==> src/rtl/dec_pkg.sv <==
// rtl/dec_pkg.sv - mode and state encodings shared by the one-hot sequencer
package dec_pkg;

  localparam logic [1:0] MODE_DIRECT = 2'b00;
  localparam logic [1:0] MODE_SCAN   = 2'b01;
  localparam logic [1:0] MODE_PULSE  = 2'b10;
  localparam logic [1:0] MODE_RSVD   = 2'b11;

  typedef enum logic [1:0] {
    ST_IDLE   = 2'd0,
    ST_DIRECT = 2'd1,
    ST_SCAN   = 2'd2,
    ST_PULSE  = 2'd3
  } state_e;

endpackage

==> src/rtl/dec_onehot_n.sv <==
// rtl/dec_onehot_n.sv - combinational N-bit index to 2**N one-hot decode
module dec_onehot_n #(
  parameter int N = 4
) (
  input  logic [N-1:0]    idx_i,
  output logic [2**N-1:0] onehot_o
);

  // Single asserted bit at the position named by the index
  always_comb begin
    onehot_o        = '0;
    onehot_o[idx_i] = 1'b1;
  end

endmodule

==> src/rtl/dec_onehot_seq.sv <==
// rtl/dec_onehot_seq.sv - registered one-hot decoder with direct, scan and pulse modes
module dec_onehot_seq
  import dec_pkg::*;
#(
  parameter int N          = 4,
  parameter int DW         = 8,
  parameter int ACTIVE_LOW = 0
) (
  input  logic            clk,
  input  logic            rst,
  input  logic            en,
  input  logic [1:0]      mode,
  input  logic [N-1:0]    sel,
  input  logic            load,
  input  logic [DW-1:0]   dwell,
  output logic [2**N-1:0] y,
  output logic [N-1:0]    idx,
  output logic            active,
  output logic            busy,
  output logic            wrap,
  output logic            done
);

  localparam int OUTS = 2**N;
  localparam logic [OUTS-1:0] INACTIVE = (ACTIVE_LOW != 0) ? '1 : '0;

  state_e          state_q, state_d;
  logic [N-1:0]    idx_q, idx_d;
  logic [DW-1:0]   cnt_q, cnt_d;
  logic [OUTS-1:0] y_q, y_d;
  logic            active_q, busy_q, wrap_q, done_q;
  logic            show_d, busy_d, wrap_d, done_d;
  logic            abort;
  logic [OUTS-1:0] onehot;

  // The decode works on the next index so y lands in the same register stage as idx
  dec_onehot_n #(.N(N)) u_decode (
    .idx_i    (idx_d),
    .onehot_o (onehot)
  );

  assign abort = !en || (mode == MODE_RSVD);

  // Next state, index, counter and strobe flags; anything not held falls back to IDLE
  always_comb begin
    state_d = ST_IDLE;
    idx_d   = idx_q;
    cnt_d   = cnt_q;
    show_d  = 1'b0;
    busy_d  = 1'b0;
    wrap_d  = 1'b0;
    done_d  = 1'b0;
    case (state_q)
      ST_IDLE: begin
        if (!abort) begin
          case (mode)
            MODE_DIRECT: begin
              state_d = ST_DIRECT;
              idx_d   = sel;
              show_d  = 1'b1;
            end
            MODE_SCAN: begin
              state_d = ST_SCAN;
              idx_d   = sel;
              cnt_d   = dwell;
              show_d  = 1'b1;
            end
            MODE_PULSE: begin
              if (load) begin
                state_d = ST_PULSE;
                idx_d   = sel;
                cnt_d   = dwell;
                show_d  = 1'b1;
                busy_d  = 1'b1;
              end
            end
            default: ;
          endcase
        end
      end
      ST_DIRECT: begin
        if (en && mode == MODE_DIRECT) begin
          state_d = ST_DIRECT;
          idx_d   = sel;
          show_d  = 1'b1;
        end
      end
      ST_SCAN: begin
        if (en && mode == MODE_SCAN) begin
          state_d = ST_SCAN;
          show_d  = 1'b1;
          if (cnt_q == '0) begin
            idx_d  = idx_q + 1'b1;
            cnt_d  = dwell;
            wrap_d = &idx_q;
          end else begin
            cnt_d = cnt_q - 1'b1;
          end
        end
      end
      ST_PULSE: begin
        // A mode change or disable abandons the pulse silently; only a natural end flags done
        if (en && mode == MODE_PULSE) begin
          if (cnt_q == '0) begin
            done_d = 1'b1;
          end else begin
            state_d = ST_PULSE;
            cnt_d   = cnt_q - 1'b1;
            show_d  = 1'b1;
            busy_d  = 1'b1;
          end
        end
      end
      default: ;
    endcase
    y_d = show_d ? (onehot ^ INACTIVE) : INACTIVE;
  end

  // State and registered outputs, cleared asynchronously
  always_ff @(posedge clk or posedge rst) begin
    if (rst) begin
      state_q  <= ST_IDLE;
      idx_q    <= '0;
      cnt_q    <= '0;
      y_q      <= INACTIVE;
      active_q <= 1'b0;
      busy_q   <= 1'b0;
      wrap_q   <= 1'b0;
      done_q   <= 1'b0;
    end else begin
      state_q  <= state_d;
      idx_q    <= idx_d;
      cnt_q    <= cnt_d;
      y_q      <= y_d;
      active_q <= show_d;
      busy_q   <= busy_d;
      wrap_q   <= wrap_d;
      done_q   <= done_d;
    end
  end

  assign y      = y_q;
  assign idx    = idx_q;
  assign active = active_q;
  assign busy   = busy_q;
  assign wrap   = wrap_q;
  assign done   = done_q;

endmodule

==> config.mk <==
export PLATFORM = sky130hd
export DESIGN_NAME = dec_onehot_seq
export DESIGN_NICKNAME = d
export VERILOG_FILES = /design/src/rtl/dec_pkg.sv /design/src/rtl/dec_onehot_n.sv /design/src/rtl/dec_onehot_seq.sv
export SDC_FILE = /design/constraint.sdc
export NUM_CORES = 1
export LEC_CHECK = 0
export ABC_AREA = 1
export BUFFER_PORTS_ARGS = -buffer_cell sky130_fd_sc_hd__buf_4
export CAP_MARGIN = 20
export CELL_PAD_IN_SITES_DETAIL_PLACEMENT = 1
export CELL_PAD_IN_SITES_GLOBAL_PLACEMENT = 1
export CORE_ASPECT_RATIO = 1.5
export CORE_MARGIN = 5
export CORE_UTILIZATION = 43
export CTS_CLUSTER_SIZE = 20
export DETAILED_ROUTE_END_ITERATION = 10
export PLACE_DENSITY_LB_ADDON = 0.1
export SYNTH_ARGS = -nofsm -noshare
export SYNTH_HDL_FRONTEND = slang
export SYNTH_SLANG_ARGS = --single-unit
==> constraint.sdc <==
create_clock -name clk -period 2.8 [get_ports clk]
set_input_delay 0.56 -clock clk [delete_from_list [all_inputs] [get_ports clk]]
set_output_delay 0.56 -clock clk [all_outputs]
set_load 0.01 [all_outputs]
==> impl_metrics.env <==
export IMPL_io_buffers=41
export IMPL_netSwitchingFraction=0.343
export IMPL_pwr_share_seq=0.415
export IMPL_outcome="finished clean"
export IMPL_muxShareOfSynthArea=0
export IMPL_power_density_nw_per_um2=595
export IMPL_ir_drop_v=0.000299
export IMPL_synth_seq_cells=34
export IMPL_die_h_um=93.5
export IMPL_p_switching_w=0.000507
export IMPL_cts_max_path_buffers=2
export IMPL_internal_power_w=0.000969
export IMPL_clk_pin_slew_worst_paths_ps=70
export IMPL_grt_max_degree=16
export IMPL_rows=30
export IMPL_die_area_um2=6140
export IMPL_holdWs_ps=334
export IMPL_gp_congestion=0.904
export IMPL_post_route_util=0.551
export IMPL_combPwrFrac=0.281
export IMPL_r2r_end="y[14]$_DFF_PP0_"
export IMPL_coreArea_um2=4500
export IMPL_cts_buffers=5
export IMPL_syn_area_um2=2000
export IMPL_power_leakage_nw=1.34
export IMPL_startpoint_type="flip-flop"
export IMPL_finalSetupViolations=0
export IMPL_syn_num_nets=282
export IMPL_grt_ovfl_total=0
export IMPL_cp_required_ps=3010
export IMPL_crit_start="state_q[1]$_DFF_PP0_"
export IMPL_wl_per_cell_um=16.0
export IMPL_r2r_start="state_q[1]$_DFF_PP0_"
export IMPL_period_share=0.769
export IMPL_clock_sinks=34
export IMPL_rsz0062_at_grt="no"
export IMPL_cts_root_buf="clkbuf_8"
export IMPL_ys_types=31
export IMPL_fmax_ghz=0.464
export IMPL_period_minus_slack_ps=2150
export IMPL_routed_wl_met2_um=3120
export IMPL_cts_repair_resized=0
export IMPL_synth_compound_area_frac=0.0882
export IMPL_insertion_delay_ps=290
export IMPL_cts_tree="done"
export IMPL_layout_drive_gt1_share=0.248
export IMPL_critical_path_class="reg2reg"
export IMPL_first_iter_violations=45
export IMPL_post_dp_hpwl_um=4580
export IMPL_syn2layout_area_growth_pct=24.2
export IMPL_synth_seq_area_share=0.426
export IMPL_yosys_area_share_simple=0.324
export IMPL_start_util=0.444
export IMPL_tns_ps=0
export IMPL_end_kind="flip-flop"
export IMPL_yosys_warnings=0
export IMPL_hold_viol_final=0
export IMPL_worstPathMaxFanout=5
export IMPL_grt_pass1_vias=2014
export IMPL_vias=1828
export IMPL_setup_slack_ps=646
export IMPL_drc=0
export IMPL_wl_met3_um=245
export IMPL_cts_hold_buf=0
export IMPL_crit_arrival_ps=2370
export IMPL_synth_adder_area_share=0.0751
export IMPL_pin_count=42
export IMPL_antenna_found_initial=0
export IMPL_cts_setup_buffers=0
export IMPL_reg2reg_setup_slack_ps=650
export IMPL_clkPwrFrac=0.304
export IMPL_routed_via_density=5.22
export IMPL_post_place_ws_ps=506
export IMPL_grtUsageTotal=0.199
export IMPL_wirelength_um=5600
export IMPL_antenna_left=0
export IMPL_maxCapViolations=0
export IMPL_fin_skew_ps=4.98
export IMPL_synthXorXnorAreaFrac=0.0175
export IMPL_drt_pass1_iter_count=3
export IMPL_diodes=0
export IMPL_grt_pass1_wl_um=9380
export IMPL_worst_slew_pin_slew_ps=602
export IMPL_slew_viol_final=0
export IMPL_dr_max_layer_used="met4"
export IMPL_synth_top_family_by_area="simple AND/OR/NAND/NOR gates"
export IMPL_met1Wirelength_um=2020
export IMPL_finalNetCount=331
export IMPL_hold_path_class="in2async"
export IMPL_fp_dieW_um=65.7
export IMPL_reg2reg_depth=10
export IMPL_syn_inst=252
export IMPL_synth_avg_cell_area_um2=7.93
export IMPL_htree_num_levels=2
export IMPL_relSlewSlack=0.598
per-layer routing:
metal	track usage	vias up
li1	-	899
met1	0.195	867
met2	0.381	44
met3	0.0361	18
met4	0.106	0
met5	0	-
power groups by stage:
stage | clock [W] | combinational [W] | sequential, W
after CTS | 0.000454 | 0.000421 | 0.000613
after global routing | 0.000480 | 0.000476 | 0.000624
after detailed placement | 0 | 0.000415 | 0.000622
after floorplan | 0 | 0.000277 | 0.000615
after global placement | 0 | 0.000398 | 0.000618
final | 0.000449 | 0.000414 | 0.000613
layout make-up:
cell class	instances	area, µm²
clock buffer	5	68.8
clock inverter	3	40.0
fill	585	2020
inverter	33	124
multi-input combinational	183	1010
sequential	34	851
tap	48	60.1
timing repair buffer	44	330
how the worst max path moves through the flow:
| stage | cells after the start | slack, ps | endpoint |
|---|---|---|---|
| 2_1_floorplan | 9 | 1030 | y[15]$_DFF_PP0_ |
| 3_3_place_gp | 11 | 550 | y[15]$_DFF_PP0_ |
| 3_5_place_dp | 11 | 510 | y[14]$_DFF_PP0_ |
| 4_1_cts | 10 | 640 | y[14]$_DFF_PP0_ |
| 5_1_grt | 10 | 470 | y[14]$_DFF_PP0_ |
| 6_report | 10 | 650 | y[14]$_DFF_PP0_ |
cell families after synthesis:
family	Yosys count
compound gates	27
xor+xnor	4
fa+ha+maj	12
buf+inv	35
flops	34
simple gates	140
critical path, stage by stage (launching register included):
cell and delay (ps):
dfrtp_1 410, inv_1 110, ha_1 240, inv_1 130
nor2_2 200, nand2_1 140, a21oi_1 230, nand2_1 130
nand3_4 130, nand3_1 190, nor2_1 180
sequential cells by signal (all words and copies together), names as in the netlist:
| register | count |
|---|---|
| y | 16 |
| cnt_q | 8 |
| idx | 4 |
| state_q | 2 |
| active | 1 |
| busy | 1 |
| done | 1 |
| wrap | 1 |
cells in the mapped netlist (all sizes together):
cell | number | area, µm²
xor2 | 3 | 26.3
nand4 | 5 | 37.5
xnor2 | 1 | 8.76
a22oi | 2 | 15.0
buf | 2 | 16.3
a31oi | 2 | 12.5
nor2 | 37 | 156
a21oi | 14 | 85.1
o211ai | 1 | 7.51
o21bai | 1 | 7.51
dfrtp | 34 | 851
o21ai | 6 | 41.3
ha | 12 | 150
or2 | 1 | 6.26
nand2 | 69 | 264
nand3 | 26 | 173
inv | 33 | 124
a21boi | 1 | 7.51
nor3 | 2 | 10.0
metrics by stage:
stage	instance area, µm²	total power (W)	instances
floorplan	2000	0.000892	252
global placement	2370	0.00102	342
detailed placement	2370	0.00104	342
CTS	2480	0.00149	350
global route	2480	0.00158	350
finish	2480	0.00148	350
cell usage in the layout, fill, tap and decap left out:
master / Yosys / final
nand4_1: 4 / 4
o21ai_0: 4 / 4
a21oi_2: 1 / 1
o21bai_1: 1 / 1
a21oi_4: 1 / 1
or2_0: 1 / 1
nand3_2: 6 / 6
nor2_2: 4 / 4
a21oi_1: 12 / 12
inv_2: 5 / 5
o21ai_1: 1 / 1
nor2_4: 1 / 1
xnor2_1: 1 / 1
a31oi_1: 2 / 2
o211ai_1: 1 / 1
dfrtp_1: 34 / 34
nor3_1: 2 / 2
nand2_2: 2 / 2
xor2_1: 3 / 3
ha_1: 12 / 12
clkbuf_8: 0 / 5
buf_4: 0 / 44
a21boi_1: 1 / 1
nor2_1: 32 / 32
clkinv_2: 0 / 2
o21ai_4: 1 / 1
nand4_2: 1 / 1
nand3_1: 19 / 19
a22oi_1: 2 / 2
bufinv_16: 0 / 1
nand3_4: 1 / 1
inv_1: 28 / 28
nand2_1: 67 / 67
No activity file was read; power rests on OpenSTA's default activity.
